## config.mk

```make
export PLATFORM = sky130hd
export DESIGN_NAME = instr_image_loader_flat
export DESIGN_NICKNAME = d
export VERILOG_FILES = /design/src/rtl/instr_image_loader_if.sv /design/src/rtl/instr_image_loader.sv /design/src/flat_wrapper.sv
export SDC_FILE = /design/constraint.sdc
export NUM_CORES = 1
export LEC_CHECK = 0
export CAP_MARGIN = 20
export CORE_AREA = 2 2 152 154
export DETAILED_ROUTE_END_ITERATION = 12
export DIE_AREA = 0 0 154 156
export PLACE_DENSITY = 0.71
export SYNTH_ARGS = -nofsm -noshare
export SYNTH_HDL_FRONTEND = slang
export SYNTH_SLANG_ARGS = --single-unit
```

## constraint.sdc

```tcl
create_clock -name clk -period 6.6 [get_ports clk]
set_input_delay 1.32 -clock clk [delete_from_list [all_inputs] [get_ports clk]]
set_output_delay 1.32 -clock clk [all_outputs]
set_load 0.01 [all_outputs]
```

## src/rtl/instr_image_loader_if.sv

```systemverilog
// Instruction-stream input and block-write output of the image loader.
// master: loader side (consumes the stream, drives block writes).
// slave: environment side (feeds the stream, accepts block writes).
interface instr_image_loader_if #(
  parameter int ADDR_WIDTH         = 32,
  parameter int BLOCK_OFFSET_WIDTH = 4
);
  localparam int BLK_BYTES = 1 << BLOCK_OFFSET_WIDTH;

  // instruction stream
  logic        instr_valid;
  logic        instr_ready;
  logic [31:0] instr_data;
  logic        instr_last;

  // main-memory block write
  logic                                     mem_wr_valid;
  logic                                     mem_wr_ready;
  logic [ADDR_WIDTH-BLOCK_OFFSET_WIDTH-1:0] mem_wr_block_addr;
  logic [8*BLK_BYTES-1:0]                   mem_wr_block_data;
  logic [BLK_BYTES-1:0]                     mem_wr_byte_mask;

  modport master (
    input  instr_valid, instr_data, instr_last, mem_wr_ready,
    output instr_ready, mem_wr_valid, mem_wr_block_addr, mem_wr_block_data, mem_wr_byte_mask
  );

  modport slave (
    output instr_valid, instr_data, instr_last, mem_wr_ready,
    input  instr_ready, mem_wr_valid, mem_wr_block_addr, mem_wr_block_data, mem_wr_byte_mask
  );
endinterface

```

## src/rtl/instr_image_loader.sv

```systemverilog
// Packs a 32-bit instruction stream into masked memory blocks, then pulses core init with the start PC.
// Latency: one FILL cycle per word, >=1 WRITE cycle per block, core_init the cycle after the last write.
// Backpressure: instr_ready only in FILL (one-block bubble while writing); write held until mem_wr_ready.
module instr_image_loader #(
  parameter int ADDR_WIDTH         = 32,
  parameter int BLOCK_OFFSET_WIDTH = 4,
  parameter int INSTR_WIDTH        = 32
) (
  input  logic                  clk,
  input  logic                  rst_aH,
  input  logic                  start,
  input  logic [ADDR_WIDTH-1:0] start_pc,
  instr_image_loader_if.master  bus,
  output logic                  core_init,
  output logic [ADDR_WIDTH-1:0] core_init_pc,
  output logic                  busy,
  output logic                  done,
  output logic                  err
);

  localparam int BLK_BYTES  = 1 << BLOCK_OFFSET_WIDTH;
  localparam int WORDS      = BLK_BYTES / 4;
  localparam int WIDX_W     = BLOCK_OFFSET_WIDTH - 2;
  localparam int BLK_AW     = ADDR_WIDTH - BLOCK_OFFSET_WIDTH;

  typedef enum logic [2:0] {IDLE, FILL, WRITE, INIT, DONE} state_t;

  state_t                 state, state_n;
  logic [ADDR_WIDTH-1:0]  pc_reg;
  logic [ADDR_WIDTH-1:0]  init_pc_reg;
  logic [BLK_AW-1:0]      blk_addr;
  logic [8*BLK_BYTES-1:0] buf_data;
  logic [BLK_BYTES-1:0]   buf_mask;
  logic                   last_seen;
  logic                   err_reg;

  logic [WIDX_W-1:0]      widx;
  logic                   in_hs;
  logic                   start_ok;

  assign widx     = pc_reg[BLOCK_OFFSET_WIDTH-1:2];
  assign in_hs    = (state == FILL) && bus.instr_valid;
  assign start_ok = (start_pc[1:0] == 2'b00);

  // State register
  always_ff @(posedge clk) begin
    if (rst_aH) state <= IDLE;
    else        state <= state_n;
  end

  // Next-state and decoded outputs
  always_comb begin
    state_n                = state;
    bus.instr_ready        = 1'b0;
    bus.mem_wr_valid       = 1'b0;
    core_init              = 1'b0;
    busy                   = 1'b0;
    done                   = 1'b0;
    case (state)
      IDLE, DONE: begin
        done = (state == DONE);
        if (start) state_n = start_ok ? FILL : IDLE;
      end
      FILL: begin
        busy            = 1'b1;
        bus.instr_ready = 1'b1;
        if (bus.instr_valid && ((&widx) || bus.instr_last)) state_n = WRITE;
      end
      WRITE: begin
        busy             = 1'b1;
        bus.mem_wr_valid = 1'b1;
        if (bus.mem_wr_ready) state_n = last_seen ? INIT : FILL;
      end
      INIT: begin
        busy      = 1'b1;
        core_init = 1'b1;
        state_n   = DONE;
      end
      default: state_n = IDLE;
    endcase
  end

  // Datapath: PC tracking, block buffer packing, error flag
  always_ff @(posedge clk) begin
    if (rst_aH) begin
      pc_reg      <= '0;
      init_pc_reg <= '0;
      blk_addr    <= '0;
      buf_data    <= '0;
      buf_mask    <= '0;
      last_seen   <= 1'b0;
      err_reg     <= 1'b0;
    end else begin
      case (state)
        IDLE, DONE: begin
          if (start) begin
            if (!start_ok) begin
              err_reg <= 1'b1;
            end else begin
              err_reg     <= 1'b0;
              pc_reg      <= start_pc;
              init_pc_reg <= start_pc;
              buf_data    <= '0;
              buf_mask    <= '0;
              last_seen   <= 1'b0;
            end
          end
        end
        FILL: begin
          if (in_hs) begin
            for (int i = 0; i < WORDS; i++) begin
              if (widx == WIDX_W'(i)) begin
                buf_data[i*INSTR_WIDTH +: INSTR_WIDTH] <= bus.instr_data;
                buf_mask[i*4 +: 4]                     <= 4'hF;
              end
            end
            blk_addr  <= pc_reg[ADDR_WIDTH-1:BLOCK_OFFSET_WIDTH];
            pc_reg    <= pc_reg + ADDR_WIDTH'(4);
            last_seen <= bus.instr_last;
          end
        end
        WRITE: begin
          if (bus.mem_wr_ready) begin
            buf_data <= '0;
            buf_mask <= '0;
          end
        end
        default: ;
      endcase
    end
  end

  assign bus.mem_wr_block_addr = blk_addr;
  assign bus.mem_wr_block_data = buf_data;
  assign bus.mem_wr_byte_mask  = buf_mask;
  assign core_init_pc          = init_pc_reg;
  assign err                   = err_reg;

endmodule

```

## src/flat_wrapper.sv

```systemverilog
// flat-port wrapper written by rule: the top's interface ports become plain ports
module instr_image_loader_flat 
#(
  parameter int ADDR_WIDTH         = 32,
  parameter int BLOCK_OFFSET_WIDTH = 4,
  parameter int INSTR_WIDTH        = 32
)
  (clk, rst_aH, start, start_pc, core_init, core_init_pc, busy, done, err, bus_instr_valid, bus_instr_data, bus_instr_last, bus_mem_wr_ready, bus_instr_ready, bus_mem_wr_valid, bus_mem_wr_block_addr, bus_mem_wr_block_data, bus_mem_wr_byte_mask);
  instr_image_loader_if #(.ADDR_WIDTH(ADDR_WIDTH), .BLOCK_OFFSET_WIDTH(BLOCK_OFFSET_WIDTH)) bus_i ();
  input  logic clk;
  input  logic rst_aH;
  input  logic start;
  input  logic [ADDR_WIDTH-1:0] start_pc;
  output logic core_init;
  output logic [ADDR_WIDTH-1:0] core_init_pc;
  output logic busy;
  output logic done;
  output logic err;
  input wire logic [$bits(bus_i.instr_valid)-1:0] bus_instr_valid;
  input wire logic [$bits(bus_i.instr_data)-1:0] bus_instr_data;
  input wire logic [$bits(bus_i.instr_last)-1:0] bus_instr_last;
  input wire logic [$bits(bus_i.mem_wr_ready)-1:0] bus_mem_wr_ready;
  output wire logic [$bits(bus_i.instr_ready)-1:0] bus_instr_ready;
  output wire logic [$bits(bus_i.mem_wr_valid)-1:0] bus_mem_wr_valid;
  output wire logic [$bits(bus_i.mem_wr_block_addr)-1:0] bus_mem_wr_block_addr;
  output wire logic [$bits(bus_i.mem_wr_block_data)-1:0] bus_mem_wr_block_data;
  output wire logic [$bits(bus_i.mem_wr_byte_mask)-1:0] bus_mem_wr_byte_mask;
  assign bus_i.instr_valid = bus_instr_valid;
  assign bus_i.instr_data = bus_instr_data;
  assign bus_i.instr_last = bus_instr_last;
  assign bus_i.mem_wr_ready = bus_mem_wr_ready;
  assign bus_instr_ready = bus_i.instr_ready;
  assign bus_mem_wr_valid = bus_i.mem_wr_valid;
  assign bus_mem_wr_block_addr = bus_i.mem_wr_block_addr;
  assign bus_mem_wr_block_data = bus_i.mem_wr_block_data;
  assign bus_mem_wr_byte_mask = bus_i.mem_wr_byte_mask;
  instr_image_loader #(.ADDR_WIDTH(ADDR_WIDTH), .BLOCK_OFFSET_WIDTH(BLOCK_OFFSET_WIDTH), .INSTR_WIDTH(INSTR_WIDTH)) u_core (.clk(clk), .rst_aH(rst_aH), .start(start), .start_pc(start_pc), .bus(bus_i), .core_init(core_init), .core_init_pc(core_init_pc), .busy(busy), .done(done), .err(err));
endmodule
```

# Yosys cells after proc, flatten, opt, wreduce, memory -nomap -nowiden
# Cells that the tools add are included.
totals:
  register_bits: 241
  inputBits: 70
  out_inout_bits: 210
op_classes:
  add_sub_neg: 1
  n_eq_ne: 16
  muxes: 38
  n_reduce_logical: 20
ops:
  columns: ["cell", "n"]
  rows:
  - ["$mux W128", 4]
  - ["$pmux W128 S3", 1]
  - ["$mux W32", 7]
  - ["$mux W16", 4]
  - ["$pmux W32 S2", 1]
  - ["$pmux W16 S3", 1]
  - ["$add A32 B3 Y32 const B", 1]
  - ["$reduce_and A6 Y1", 4]
  - ["$mux W4", 4]
  - ["$ne A2 B2 Y1 const B", 7]
  - ["$pmux W3 S4", 1]
  - ["$mux W1", 10]
  - ["$mux W3", 3]
  - ["$eq A3 B2 Y1 const B", 2]
  - ["$reduce_and A2 Y1", 3]
  - ["$reduce_and A3 Y1", 2]
  - ["$eq A2 B2 Y1 const B", 2]
  - ["$logic_not A2 Y1", 2]
  - ["$ne A2 B1 Y1 const B", 2]
  - ["$reduce_and A4 Y1", 1]
  - ["$eq A3 B1 Y1 const B", 1]
  - ["$eq A3 B3 Y1 const B", 1]
  - ["$logic_not A3 Y1", 1]
  - ["$reduce_bool A3 Y1", 1]
  - ["other kinds (8)", 9]

# Longest topological paths before layout
# Gate-level depths: netlist of the first run.
depth:
  depth_word: 5
  depth_mapped: 9
  mapped_depth_nobuf: 6

# Worst setup path after synthesis of the first run
# Ideal clock, no wire load.
synth_path:
  kind: "reg2out"
  from: "register u_core.state[2]"
  to: "output port bus_instr_ready"
  arrival_time_ns: 1.481
  t_required_ns: 5.280
  setup_slack_ns: 3.799
  stages_incl_launch_ff: 7
  path_buffers: 4
  path_cell_list: "dfxtp_1 -> clkbuf_1 -> or3b_1 -> inv_2 -> buf_6 -> buf_2 -> buf_2"
synth_via:
  elab_chain_len: 2
synth_rtl:
  columns: ["item", "line", "rtl"]
  rows:
  - ["from (decl)", "instr_image_loader.sv:28", "state_t state, state_n;"]
  - ["from (signal assigned)", "instr_image_loader.sv:48", "else state <= state_n;"]
  - ["$eq A3 B1 Y1", "instr_image_loader.sv:59", "case (state)"]
  - ["$mux W1", "instr_image_loader.sv:59", null]
  - ["to (decl)", "flat_wrapper.sv:23", "output wire logic [$bits(bus_i.instr_ready)-1:0] bus_instr_ready;"]
# Every way passes these cells.

# Worst setup path after layout of the first run
layout_path:
  from: "input port start"
  to: "register u_core.pc_reg[31]"
layout_via:
  elab_chain_len: 2
layout_rtl:
  columns: ["item", "line", "rtl"]
  rows:
  - ["from (decl)", "flat_wrapper.sv:12", "input logic start;"]
  - ["$ne A2 B2 Y1 (no source line)", null, null]
  - ["$reduce_and A4 Y1 (no source line)", null, null]
  - ["to (signal assigned)", "instr_image_loader.sv:101", "pc_reg <= start_pc;"]
  - ["to (signal assigned)", "instr_image_loader.sv:118", "pc_reg <= pc_reg + ADDR_WIDTH'(4);"]
  - ["to (decl)", "instr_image_loader.sv:29", "logic [ADDR_WIDTH-1:0] pc_reg;"]
# Every way passes these cells.
# A chain may end at the register's enable or synchronous reset.

==> results.md, run 1 <==
- Final #Nets: 1288
- Wire length per cell: 19.3 um
- Max Slew Vio Count: 0
- Outcome: complete, no violations
- Max Cap Viol: 0
- Fin crit share: 0.541
- Num CTS Buffers: 25
- I/O pin total: 280
- CTS Root Cell: clkbuf_16
- Final Core Density: 0.559
- Crit path DAT: 4.02 ns
- Residual DRC: 0
- Setup total negative slack: 0 ns
- WS Path Type: in -> reg
- Die Y-Extent: 156 um
- Asr flop ratio synth: 0
- Power density cells: 285 nW/um2
- Ys Warns: 0
- Via count: 8428
- Synthesized area: 8820 um2
- Most frequent cells in the layout: clkdlybuf4s50_1 (278), dfxtp_1 (227), nand2_1 (178)
- Post-synth top area share: 0.515
- Die outline area: 24000 um2
- Clock Tree Buf Depth: 3
- Area Overhead vs Synth: 41.8%
- Routed wire length: 29.3 mm
- # clock sinks: 227
- Initial antenna violation count: 2
- Cts hold-fix bufs: 0
- RSZ-0062 raised after global routing: false
- VDD IR max: 0.188 mV
- Crit Path Max Fanout: 22
- Area leader, netlist: dfxtp_1
- Syn Inst Count: 983
- Share of post-route cells with drive strength above 1: 0.0560
- Critical Path Start Type: primary input
- Highest Clock Rate: 280 MHz
- Seq/Total Area, Yosys: 0.515
- P_leak: 4.39 nW
- WP buf/inv: 2
- CTS tree: done
- Number of flip-flops in the largest register: 128
- Largest net degree at the start of global routing: 73
- Final RePlAce weighted congestion: 0.908
- Post-CTS setup buffer count: 0
- Max Clock Skew: 0.00860 ns
- Grt total ovfl: 0
- Vias in the first global route: 7850
- Row count: 55
- Rel. slew slack: 0.451
- Dominant register cell in the synthesized netlist: dfxtp_1
- Final number of hold-violating endpoints: 0
- Antenna Cells: 0
- Minimum clock period: 3.57 ns
- Mean Syn Cell Area: 8.97 um2
- Crit-path slowest cell: or4_1
- Synth cell types: 58
- Delay-heaviest family, CP: simple AND/OR/NAND/NOR gates
- Filler cells: 2012
- Most common cell after layout, fill and taps aside: clkdlybuf4s50_1
- Clk_lat worst skew: 0.52 ns
- CTS resizes: 0
- Via density: 5.56
- Die Wd: 154 um
- First-pass GRT wire length: 45.0 mm
- Ranking of synthesized cells by area: dfxtp_1 (52%), a22o_1 (9.3%), nand2_1 (7.6%)
- CTS H-tree lvls: 1
- Synthesized net count: 1057
- Synth Register Bits: 227
- Hold Path Class: reg -> reg
- Worst setup EP type: flip-flop
- Starting Density: 0.394
- Max incr delay on CP: 0.68 ns
- EDFF count, synth: 0
- Core area: 22400 um2
- Port buffer count: 279
- Clock transition at path regs: 0.06 ns
- Detailed placement HPWL: 19.7 mm
- Total GRT Usage: 0.234
- Worst Path Required: 7.05 ns
- Worst-Margin Slew: 0.824 ns
- Cell Chain, Critical Path: clkdlybuf4s50_1 > inv_1 > o31ai_2 > nand2_1 > or4_1 > o211ai_1
- Router iterations before antenna repair: 5
- Final setup vio count: 0
- Detail Route Antenna Nets: 0
- Initial drt markers: 648
[through the flow]
step / power, W / instances / setup slack, ns / hold WS (ns) / area (um2)
after floorplan: 0.00186 / 983 / 3.80 / 0.449 / 8820
after global placement: 0.00212 / 1472 / 2.68 / 0.438 / 11600
after detailed placement: 0.00213 / 1472 / 2.54 / 0.445 / 11600
after CTS: 0.00359 / 1517 / 3.05 / 0.453 / 12500
after global routing: 0.00370 / 1517 / 2.92 / 0.475 / 12500
final: 0.00356 / 1517 / 3.03 / 0.450 / 12500
[cells by family (layout without fill, tap and decap cells)]
family	count (synthesis)	in the layout	share of synthesized area
buf+inv	99	348	0.0550
compound gates	292	292	0.227
flops	227	227	0.515
fa+ha+maj	4	4	0.00567
simple gates	361	361	0.197
[synthesized netlist by cell type (3+ instances only)]
cell,count
a311oi_1,4
nor3_1,8
inv_1,8
a21o_1,7
buf_2,18
o211ai_1,7
a21oi_1,121
nand3_1,51
o21ai_0,14
nand2_1,178
and3_1,7
a21boi_0,5
a31oi_1,8
nand4_1,7
or3_1,4
nor2_1,25
dfxtp_1,227
nand2b_1,8
buf_4,13
nor3b_1,3
clkbuf_1,53
a22o_1,94
a32o_1,7
ha_1,4
buf_6,5
or4_1,6
o31ai_1,7
and2_1,9
nor2b_1,31
nor4_1,10
[worst reg2reg max path: cells and delay by family (launching register included)]
| kind | cells | cell delay, ns |
|---|---|---|
| buffers and inverters | 3 | 1.00 |
| DFF | 1 | 0.47 |
| and+or+nand+nor | 4 | 1.27 |
| AOI/OAI and AO/OA | 1 | 0.10 |
[worst paths after layout]
kind / endpoint / slack (ns) / from / depth (start not counted)
max reg2reg: u_core.pc_reg[27] / 3.68 / u_core.state[0] / 8
max: u_core.pc_reg[31] / 3.03 / start / 6
min reg2reg: u_core.bus.mem_wr_block_data[127] / 0.45 / u_core.bus.mem_wr_block_data[127] / 2
min: u_core.bus.mem_wr_block_data[127] / 0.45 / u_core.bus.mem_wr_block_data[127] / 2
[layout make-up]
type | instances | area [um2] | area share
inverter | 9 | 33.8 | 0.00270
clock inverter | 12 | 164 | 0.0131
sequential | 227 | 4540 | 0.363
clock buffer | 33 | 696 | 0.0556
timing repair buffer | 294 | 2900 | 0.232
tap | 285 | 357 | 0.0285
multi-input combinational | 657 | 3800 | 0.304
[report_power, final]
group	switching [W]	internal (W)
combinational	0.000367	0.000235
clock	0.000561	0.000895
sequential	0.0000643	0.00144
[layer usage]
metal  track usage  share of wire
met5             0        0.00092
met4        0.0770          0.029
met3        0.0561          0.083
met2         0.394           0.47
met1         0.295           0.42
(Power assumes the default switching activity.)
==> inputs of run 2 (changes only) <==
--- a/config.mk
+++ b/config.mk
@@ -9,7 +9,7 @@
 export CORE_AREA = 2 2 152 154
 export DETAILED_ROUTE_END_ITERATION = 12
 export DIE_AREA = 0 0 154 156
-export PLACE_DENSITY = 0.71
+export PLACE_DENSITY = 0.74
 export SYNTH_ARGS = -nofsm -noshare
 export SYNTH_HDL_FRONTEND = slang
 export SYNTH_SLANG_ARGS = --single-unit
==> constraint.sdc (replaced) <==
create_clock -name clk -period 3.1 [get_ports clk]
set_input_delay 0.62 -clock clk [delete_from_list [all_inputs] [get_ports clk]]
set_output_delay 0.62 -clock clk [all_outputs]
set_load 0.01 [all_outputs]
==> results.md, run 2 (synthesis results as in run 1) <==
- Residual DRC: 0
- Via count: 8473
- Most common cell after layout, fill and taps aside: clkdlybuf4s50_1
- Max incr delay on CP: 0.66 ns
- Max Clock Skew: 0.0191 ns
- Highest Clock Rate: 348 MHz
- Crit path depth: 2
- Worst r2r src: u_core.state[0]
- Detail Route Antenna Nets: 0
- CTS tree: done
- Antenna Cells: 0
- RSZ-0062 raised after global routing: false
- Clock Tree Buf Depth: 3
- Initial drt markers: 615
- Area Overhead vs Synth: 43.0%
- Dpl ws: 0.374 ns
- Initial antenna violation count: 0
- Detailed placement HPWL: 19.8 mm
- Setup total negative slack: 0 ns
- Setup crit end: bus_mem_wr_valid
- Top Usage Layer GRT: met2
- CTS H-tree lvls: 1
- Routed wire length: 29.1 mm
- Post-CTS setup buffer count: 0
- Port buffer count: 279
- Clk_lat worst skew: 0.53 ns
- Clock transition at path regs: 0.06 ns
- Hold Crit Depth: 2
- Hold Path Class: reg -> reg
- Row count: 55
- Via density: 5.55
- Outcome: complete, no violations
- VDD IR max: 0.416 mV
- Worst-Margin Slew: 0.686 ns
- Finished Cell Area: 12600 um2
- Setup ws final: 0.228 ns
- Wire length per cell: 19.1 um
- Hold Startpoint: u_core.bus.mem_wr_block_data[117]
- Met2 Use GR: 0.407
- Crit path DAT: 2.25 ns
- Core area: 22400 um2
- Cts hold-fix bufs: 0
- P_leak: 4.44 nW
- Grt met3 use: 0.0464
- Reg2reg setup slack: 0.59 ns
- Die Y-Extent: 156 um
- CTS resizes: 0
- CTS Root Cell: clkbuf_16
- Router iterations before antenna repair: 5
- WS Path Type: reg -> out
- Met1 usage: 0.287
- Rel. slew slack: 0.542
- Crit-path slowest cell: clkdlybuf4s50_1
- Final number of hold-violating endpoints: 0
- Most frequent cells in the layout: clkdlybuf4s50_1 (278), dfxtp_1 (227), nand2_1 (178)
- WP buf/inv: 1
- Worst setup EP type: output pin
- Worst R2R End: u_core.bus.mem_wr_block_data[4]
- Grt total ovfl: 0
- Worst Setup SP: u_core.state[1]
- Largest net degree at the start of global routing: 92
- # clock sinks: 227
- Num CTS Buffers: 25
- Critical Path Start Type: flip-flop
- Final setup vio count: 0
- Worst Path Required: 2.48 ns
- Fin crit share: 0.927
- Number of flip-flops in the largest register: 128
- Crit Path Max Fanout: 9
- Delay-heaviest family, CP: buffers and inverters
- Total GRT Usage: 0.232
- Cell area after placement: 11800 um2
- Starting Density: 0.394
- I/O pin total: 280
- Max Cap Viol: 0
- Power density cells: 601 nW/um2
- Vias in the first global route: 8170
- Share of post-route cells with drive strength above 1: 0.0628
- Final #Nets: 1299
- Die Wd: 154 um
- Final RePlAce weighted congestion: 0.888
- Cell Chain, Critical Path: nor3b_1 > clkdlybuf4s50_1
- First-pass GRT wire length: 45.3 mm
- R2R depth: 7
- Minimum clock period: 2.87 ns
- Die outline area: 24000 um2
- Max Slew Vio Count: 0
## run 2: worst min-delay path by stage
| stage | slack, ns | to |
|---|---|---|
| 4_1_cts | 0.45 | u_core.bus.mem_wr_block_data[117] |
| 3_3_place_gp | 0.44 | u_core.bus.mem_wr_block_data[111] |
| 2_1_floorplan | 0.45 | u_core.bus.mem_wr_block_addr[26] |
| 6_report | 0.45 | u_core.bus.mem_wr_block_data[117] |
| 3_5_place_dp | 0.45 | u_core.bus.mem_wr_block_data[106] |
| 5_1_grt | 0.47 | u_core.bus.mem_wr_block_data[100] |
## run 2: layout make-up
cell class,count,area (um2)
Tap cell,285,357
Clock inverter,9,130
Fill cell,1936,9760
Inverter,9,33.8
Clock buffer,36,717
Timing Repair Buffer,305,3020
Multi-Input combinational cell,657,3800
Sequential cell,227,4540
## run 2: tightest hold or removal path, delay by kind of cell, from the launching register on
family | cells | cell delay, ns
flip-flops | 1 | 0.31
AND/OR/NAND/NOR | 1 | 0.05
AO/OA/AOI/OAI | 1 | 0.05
## run 2: metal layers
| metal | up-vias | share of wire |
|---|---|---|
| met4 | 0 | 0.028 |
| met5 | - | 0 |
| met3 | 55 | 0.078 |
| met2 | 398 | 0.48 |
| li1 | 3987 | - |
| met1 | 4033 | 0.41 |
## run 2: power breakdown
group          leakage, nW  internal [W]  switching, W
Combinational         2.19      0.000544      0.000794
Clock                0.414       0.00186       0.00119
Sequential            1.84       0.00306      0.000138
## run 2: through the flow
stage / cells / power [W] / utilization / hold slack, ns
finish: 1528 / 0.00758 / 0.564 / 0.452
global route: 1528 / 0.00787 / 0.564 / 0.467
CTS: 1528 / 0.00762 / 0.564 / 0.454
detailed placement: 1483 / 0.00458 / 0.526 / 0.445
global placement: 1483 / 0.00457 / 0.526 / 0.437
floorplan: 983 / 0.00397 / - / 0.449
==> inputs of run 3 (changes only) <==
--- a/config.mk
+++ b/config.mk
@@ -6,10 +6,11 @@
 export NUM_CORES = 1
 export LEC_CHECK = 0
 export CAP_MARGIN = 20
-export CORE_AREA = 2 2 152 154
+export CORE_AREA = 2 2 191 193
 export DETAILED_ROUTE_END_ITERATION = 12
-export DIE_AREA = 0 0 154 156
-export PLACE_DENSITY = 0.74
+export DIE_AREA = 0 0 193 195
+export PLACE_DENSITY = 0.51
+export SKIP_LAST_GASP = 1
 export SYNTH_ARGS = -nofsm -noshare
 export SYNTH_HDL_FRONTEND = slang
 export SYNTH_SLANG_ARGS = --single-unit
==> results.md, run 3 (synthesis results as in run 1) <==
- Outcome: complete, no violations
- Max Clock Skew: 0.0227 ns
- Reg2reg setup slack: 0.46 ns
- Share of post-route cells with drive strength above 1: 0.0689
- Starting Density: 0.249
- Detail Route Antenna Nets: 0
- RSZ-0062 raised after global routing: false
- Die outline area: 37600 um2
- Rel. slew slack: 0.287
- I/O pin total: 280
- CTS H-tree lvls: 1
- Minimum clock period: 2.93 ns
- Share of power burned in registers: 0.403
- Port buffer count: 279
- Area Overhead vs Synth: 47.2%
- Filler cells: 3656
- P_leak: 4.49 nW
- Worst Path Required: 2.48 ns
- Max Slew Vio Count: 0
- VDD IR max: 0.409 mV
- Die Wd: 193 um
- Post-CTS setup buffer count: 0
- Residual DRC: 0
- Via count: 8330
- Setup total negative slack: 0 ns
- Clk_lat worst skew: 0.55 ns
- Largest net degree at the start of global routing: 106
- WS Path Type: reg -> out
- Via density: 4.87
- Fin crit share: 0.946
- Initial drt markers: 548
- Most frequent cells in the layout: clkdlybuf4s50_1 (278), dfxtp_1 (227), nand2_1 (178)
- # clock sinks: 227
- Row count: 69
- Final RePlAce weighted congestion: 0.826
- Detailed placement HPWL: 23.0 mm
- Clock Tree Buf Depth: 3
- Clock power share: 0.427
- CTS resizes: 0
- Highest Clock Rate: 341 MHz
- Hold Path Class: reg -> reg
- Vias in the first global route: 8077
- Cts hold-fix bufs: 0
- Sw power: 0.00229 W
- Max Cap Viol: 0
- Final number of hold-violating endpoints: 0
- Final Core Density: 0.367
- Die Y-Extent: 195 um
- CTS tree: done
- Clock transition at path regs: 0.06 ns
- Grt total ovfl: 0
- Final #Nets: 1301
- First-pass GRT wire length: 49.3 mm
- Number of flip-flops in the largest register: 128
- Worst-Margin Slew: 1.07 ns
- Initial antenna violation count: 3
- Worst setup EP type: output pin
- Wire length per cell: 19.2 um
- Core area: 35400 um2
- Switching part of the total: 0.288
- Routed wire length: 32.9 mm
- Multi-input logic area: 3830 um2
- Final setup vio count: 0
- Most common cell after layout, fill and taps aside: clkdlybuf4s50_1
- Crit Path Max Fanout: 15
- Register Area: 4540 um2
- Crit path DAT: 2.31 ns
- Internal power: 0.00566 W
- Critical Path Start Type: flip-flop
- Num CTS Buffers: 28
- Total GRT Usage: 0.168
- Comb pwr share: 0.170
- CTS Root Cell: clkbuf_16
- Power density cells: 613 nW/um2
- Router iterations before antenna repair: 5
-- run 3: routing by layer --
metal	vias to the layer above	track usage	part of all wire	wire (um)
met4	4	0.0404	0.025	806
met2	296	0.275	0.45	14800
li1	3997	-	-	-
met3	46	0.0446	0.081	2660
met1	3987	0.220	0.44	14600
met5	-	0	0.0010	33
-- run 3: cell type report --
cell class              count  share of cell area
flip-flops and latches    227               0.350
multi-input cells         657               0.295
repair buffers            304               0.233
clock buffers              38              0.0615
well taps                 461              0.0444
clock inverters            14              0.0134
inverters                   9             0.00260
diodes                      1            0.000193
-- run 3: path summary, 6_finish.rpt --
kind	start	end	cells past startpoint
worst max-delay path	u_core.state[0]	bus_instr_ready	3
worst min-delay path	u_core.bus.mem_wr_block_data[109]	u_core.bus.mem_wr_block_data[109]	2
worst max register to register	u_core.state[0]	u_core.bus.mem_wr_block_data[5]	6
worst min register to register	u_core.bus.mem_wr_block_data[109]	u_core.bus.mem_wr_block_data[109]	2
-- run 3: per-stage QoR --
| stage | hold WS (ns) | instance area [um2] | total power (W) | setup WS [ns] | cells |
|---|---|---|---|---|---|
| 6_report | 0.450 | 13000 | 0.00795 | 0.169 | 1711 |
| 5_1_grt | 0.467 | 13000 | 0.00829 | 0.0504 | 1710 |
| 4_1_cts | 0.452 | 12900 | 0.00803 | 0.140 | 1709 |
| 3_5_place_dp | 0.446 | 12000 | 0.00461 | 0.141 | 1657 |
| 3_3_place_gp | 0.439 | 12000 | 0.00460 | 0.208 | 1657 |
| 2_1_floorplan | 0.449 | 8820 | 0.00397 | 0.937 | 983 |
-- run 3: critical path, cell delays in order (launching register included) --
cell and delay (ns):
dfxtp_1 0.46, or3b_1 0.41, inv_2 0.28, clkdlybuf4s50_1 0.61
-- run 3: power by group through the flow --
stage | Sequential [W] | Combinational [W] | Clock (W)
after global placement | 0.00326 | 0.00134 | 0
after global routing | 0.00322 | 0.00148 | 0.00359
final | 0.00320 | 0.00136 | 0.00340
after CTS | 0.00320 | 0.00136 | 0.00347
after floorplan | 0.00326 | 0.000705 | 0
after detailed placement | 0.00326 | 0.00135 | 0
==> RTL edit 1: new RTL, settings of run 3 <==
`ADDR_WIDTH` is set to 32 in 3 places; all go to 28.
--- a/src/rtl/instr_image_loader_if.sv
+++ b/src/rtl/instr_image_loader_if.sv
@@ -3,5 +3,5 @@
 // slave: environment side (feeds the stream, accepts block writes).
 interface instr_image_loader_if #(
-  parameter int ADDR_WIDTH         = 32,
+  parameter int ADDR_WIDTH         = 28,
   parameter int BLOCK_OFFSET_WIDTH = 4
 );
--- a/src/rtl/instr_image_loader.sv
+++ b/src/rtl/instr_image_loader.sv
@@ -3,5 +3,5 @@
 // Backpressure: instr_ready only in FILL (one-block bubble while writing); write held until mem_wr_ready.
 module instr_image_loader #(
-  parameter int ADDR_WIDTH         = 32,
+  parameter int ADDR_WIDTH         = 28,
   parameter int BLOCK_OFFSET_WIDTH = 4,
   parameter int INSTR_WIDTH        = 32
--- a/src/flat_wrapper.sv
+++ b/src/flat_wrapper.sv
@@ -2,5 +2,5 @@
 module instr_image_loader_flat 
 #(
-  parameter int ADDR_WIDTH         = 32,
+  parameter int ADDR_WIDTH         = 28,
   parameter int BLOCK_OFFSET_WIDTH = 4,
   parameter int INSTR_WIDTH        = 32
Ports: changed (resized bus_mem_wr_block_addr, core_init_pc and start_pc); port bits go from 280 to 268. No check against the original RTL was run, so the function may have changed too.
==> RTL edit 1 against run 3 <==
  * Sequential cell count down 12
  * Setup slack better by 0.11 ns
  * Synthesized cell count down 6.8%
  * Non-clock buffer count down 13
  * Wire length is 11% lower
  * Maximum frequency grew 4.1%
  * Synthesized area shrank 4.4%
  * Cell area decreased by 3.9%
  * Utilization fell by 1.4 points
  * Critical path type unchanged
Power is not compared: it rests on default switching activity, and its combinational part moved more than twofold at a synthesized area within 25%.
==> RTL edit 1: results (changes against run 3) <==
[outcome]
status=finished clean  ; unchanged

[global_routing]
number_of_global_route_vias_before_repair=7279  ; was 8077
maximum_number_of_pins_on_one_net_before_global_route_repair=64  ; was 106
antenna_found_initial=0  ; was 3

[min_path]
worstHoldEndpoint=u_core.core_init_pc[8]$_SDFFE_PP0P_  ; was u_core.bus.mem_wr_block_data[109]$_SDFFE_PP0P_

[setup_path]
ff2ff_setup_slack_ns=0.68  ; was 0.46 ns
crit-reg2reg-capture=u_core.bus.mem_wr_block_data[57]$_SDFFE_PP0P_  ; was u_core.bus.mem_wr_block_data[5]$_SDFFE_PP0P_
ff2ff_path_depth=5  ; was 6
arrival_ns=2.20  ; was 2.31 ns
critical_path.max_fanout=10  ; was 15

[layout]
final_layout_size_suffix_gt1_share_pct=6.97  ; was 6.89%
antennaDiodeCount=0  ; was 1
fillerInstances=3655  ; was 3656
design.final.nets=1228  ; was 1301

[logic_synthesis]
synth_nets=986  ; was 1057
syn-instance-count=916  ; was 983
synth_area_leaders=dfxtp_1 (51%), mux2i_1 (7.8%), a22o_1 (7.3%)  ; was dfxtp_1 (52%), a22o_1 (9.3%), nand2_1 (7.6%)
yosys-top-cells-count=dfxtp_1 (215), nand2_1 (129), nor2_1 (101), a21oi_1 (72), a22o_1 (70)  ; was dfxtp_1 (227), nand2_1 (178), a21oi_1 (121), a22o_1 (94), clkbuf_1 (53)
synth.distinct_cells=54  ; was 58
synth_sequential_area_ratio_pct=51.1  ; was 51.5%

[clock_network]
cts-buffers-inserted=26  ; was 28

[place]
numPortBuffers=267  ; was 279
post-dp-hpwl_um=20400  ; was 23000 um
dpl-instance-area_mm2=0.0116  ; was 0.0120 mm^2

[route]
drt_pass1_iterations=4  ; was 5
route.detailed.vias_per_inst=4.54  ; was 4.87
detail_route.wl_per_cell_um=17.9  ; was 19.2 um

[sta]
worst_clock_skew_ns=0.0104  ; was 0.0227 ns
tightest_slew_ns=1.04  ; was 1.07 ns

## RTL edit 1: cell count changes after synthesis, moves of 7 or more
cell,before,now
dfxtp_1,227,215
a22oi_1,1,8
a22o_1,94,70
mux2i_1,0,66
nand2_1,178,129
o211ai_1,7,0
nand3_1,51,14
a32o_1,7,0
a21oi_1,121,72
clkbuf_1,53,33
nor2b_1,31,1
and2_1,9,38
nor2_1,25,101
## RTL edit 1: layer usage
| metal | vias up | wire, um | part of all wire, % | GRT usage [%] |
|---|---|---|---|---|
| met3 | 37 | 2730 | 9.3 | 5.45 |
| met4 | 0 | 545 | 1.9 | 3.42 |
| li1 | 3682 | - | - | - |
| met5 | - | 0 | 0 | 0 |
| met1 | 3488 | 12900 | 44 | 19.2 |
| met2 | 235 | 13200 | 45 | 24.1 |
## RTL edit 1: final cells by class
type	instances	area (um^2)	share of cell area, %
flip-flops and latches	215	4300	34.5
multi-input cells	614	3750	30.0
repair buffers	291	2910	23.3
clock buffers	34	722	5.79
well taps	461	577	4.62
clock inverters	13	173	1.38
inverters	10	38.8	0.311
## RTL edit 1: cell families after synthesis
family | synth area share [%]
flip-flops | 51.1
AND/OR/NAND/NOR | 17.7
adder cells (fa/ha/maj) | 0.594
AO/OA/AOI/OAI | 17.6
buffers and inverters | 5.18
multiplexers | 7.84
## RTL edit 1: tightest hold or removal path, stage by stage, from the launching register on
cell and delay [ns]:
dfxtp_1 0.30, nand2_1 0.05, a21oi_1 0.05
## RTL edit 1: power by group through the flow
| stage | clock, mW | sequential (mW) | combinational, mW |
|---|---|---|---|
| 3_3_place_gp | 0 | 2.92 | 0.579 |
| 6_report | 3.21 | 2.86 | 0.570 |
| 3_5_place_dp | 0 | 2.92 | 0.580 |
| 2_1_floorplan | 0 | 2.92 | 0.282 |
| 5_1_grt | 3.42 | 2.87 | 0.618 |
| 4_1_cts | 3.30 | 2.86 | 0.582 |
## RTL edit 1: worst max-delay path by stage
stage	startpoint	end	slack (ns)	cells past startpoint
after floorplan	start_pc[0]	u_core.bus.mem_wr_block_data[10]$_SDFFE_PP0P_	1.07	8
after global placement	start_pc[0]	u_core.bus.mem_wr_block_data[52]$_SDFFE_PP0P_	0.23	6
after detailed placement	start_pc[0]	u_core.bus.mem_wr_block_data[57]$_SDFFE_PP0P_	0.24	6
after CTS	u_core.state[0]$_SDFFE_PP0P_	bus_instr_ready	0.23	3
after global routing	u_core.state[0]$_SDFFE_PP0P_	bus_instr_ready	0.18	3
final	u_core.state[0]$_SDFFE_PP0P_	bus_instr_ready	0.28	3
==> RTL edit 2: new RTL, config.mk and constraints of run 3 <==
Made on the original files. Put one more register stage on the output `err`, cleared by the reset. The value now appears one clock later. The other outputs are not delayed to match.
--- a/src/rtl/instr_image_loader.sv
+++ b/src/rtl/instr_image_loader.sv
@@ -135,5 +135,11 @@
   assign bus.mem_wr_byte_mask  = buf_mask;
   assign core_init_pc          = init_pc_reg;
-  assign err                   = err_reg;
+  always_ff @(posedge clk) begin
+    if (rst_aH) begin
+      err <= '0;
+    end else begin
+      err <= err_reg;
+    end
+  end
 
 endmodule
Function: changed (a bounded check fails within 4 cycles, from zero or initial values and one cycle with rst_aH high).
==> RTL edit 2 against run 3 <==
  * Sequential cell count is 1 higher
  * Register-to-register slack better by 0.11 ns
  * Cell area rose by 0.28%
  * Setup slack worse by 0.0042 ns
  * Clock skew shrank 0.0044 ns
  * Wire length shrank 3.2%
  * Die area did not move
  * Worst hold slack improved by 0.0014 ns
  * Synthesized area grew 1.1%
  * First-iteration DRC count fell by 5.5%
Power is not compared: it rests on default switching activity, and its combinational part moved more than twofold at a synthesized area within 25%.
==> RTL edit 2: results (changes against run 3) <==
[outcome]
status=finished clean  ; unchanged

[logic_synthesis]
synth_area_leaders=dfxtp_1 (51%), nand2_1 (7.7%), a21oi_1 (6.5%)  ; was dfxtp_1 (52%), a22o_1 (9.3%), nand2_1 (7.6%)
yosys-top-cells-count=dfxtp_1 (228), nand2_1 (183), a21oi_1 (115), a22o_1 (64), clkbuf_1 (45)  ; was dfxtp_1 (227), nand2_1 (178), a21oi_1 (121), a22o_1 (94), clkbuf_1 (53)
synth_sequential_area_ratio_pct=51.2  ; was 51.5%
synth_nets=1061  ; was 1057
syn-instance-count=987  ; was 983
synth.distinct_cells=60  ; was 58

[layout]
fillerInstances=3658  ; was 3656
design.final.nets=1299  ; was 1301
antennaDiodeCount=0  ; was 1
final_layout_size_suffix_gt1_share_pct=7.32  ; was 6.89%

[place]
final_wtd_congestion=0.779  ; was 0.826
post-dp-hpwl_um=21400  ; was 23000 um
dpl-instance-area_mm2=0.0121  ; was 0.0120 mm^2
placement.setup.worst_slack_ns=0.243  ; was 0.141 ns

[global_routing]
antenna_found_initial=0  ; was 3
grt_pass1_wl_um=48100  ; was 49300 um
number_of_global_route_vias_before_repair=7870  ; was 8077

[min_path]
hold_path.startpoint=u_core.bus.mem_wr_block_data[101]$_SDFFE_PP0P_  ; was u_core.bus.mem_wr_block_data[109]$_SDFFE_PP0P_

[setup_path]
critical_path.startpoint=u_core.state[0]$_SDFFE_PP0P_  ; unchanged
critical_path.reg2reg.startpoint=u_core.pc_reg[2]$_SDFFE_PP0P_  ; was u_core.state[0]$_SDFFE_PP0P_
critical_path.max_fanout=23  ; was 15

[sta]
maxSlewHeadroom_pct=28.9  ; was 28.7%
worst_clock_skew_ns=0.0183  ; was 0.0227 ns

[route]
detail_route.wl_per_cell_um=18.7  ; was 19.2 um
dr.first_iter.drc_count=518  ; was 548
wirelength_um=31800  ; was 32900 um

[power_and_ir_drop]
power.switching_fraction_pct=24.7

RTL edit 2: cell types whose count changed in the layout (fill, tap and decap cells not counted), sizes merged, moves of 7 or more:
cell and change:
a22o -30, a32o +24, o22ai +16, mux2i +13, a22oi +11, nand3 -8, nor2b +7, o211ai -7
RTL edit 2: final cells by class:
type                            count  share of cell area (%)
Inverter                            7                   0.240
Clock inverter                     11                    1.09
Sequential cell                   228                    35.1
Timing Repair Buffer              306                    23.4
Tap cell                          461                    4.43
Clock buffer                       36                    5.83
Multi-Input combinational cell    655                    29.9
RTL edit 2: power by group through the flow:
stage                     combinational [mW]  sequential [mW]  clock [mW]
after CTS                              0.681             3.05        3.31
final                                  0.668             3.05        3.23
after global placement                 0.676             3.11           0
after floorplan                        0.335             3.11           0
after detailed placement               0.677             3.11           0
after global routing                   0.729             3.05        3.43
RTL edit 2: worst max-delay path, stage by stage, from the launching register on:
cell,delay [ns]
dfxtp_1,0.50
or3b_1,0.47
inv_6,0.22
clkdlybuf4s50_1,0.59
RTL edit 2: path summary, 6_finish.rpt:
kind	to	slack [ns]	cells past startpoint
setup / recovery	bus_instr_ready	0.16	3
setup reg to reg	u_core.pc_reg[30]$_SDFFE_PP0P_	0.57	6
hold reg to reg	u_core.bus.mem_wr_block_data[101]$_SDFFE_PP0P_	0.45	2
hold / removal	u_core.bus.mem_wr_block_data[101]$_SDFFE_PP0P_	0.45	2
RTL edit 2: cell families (layout without fill, tap and decap cells):
family / after synthesis / after routing / synth area share (%)
buffers and inverters: 104 / 360 / 5.61
adders and majority gates: 4 / 4 / 0.562
and+or+nand+nor: 353 / 353 / 18.8
muxes: 13 / 13 / 1.46
DFF: 228 / 228 / 51.2
AOI/OAI and AO/OA: 285 / 285 / 22.3
RTL edit 2: layer usage:
| layer | GRT usage, % | wire (um) | up-vias |
|---|---|---|---|
| li1 | - | - | 4001 |
| met1 | 22.5 | 14600 | 3930 |
| met2 | 26.2 | 14700 | 272 |
| met3 | 3.47 | 2240 | 28 |
| met4 | 2.92 | 376 | 0 |
| met5 | 0 | 0 | - |
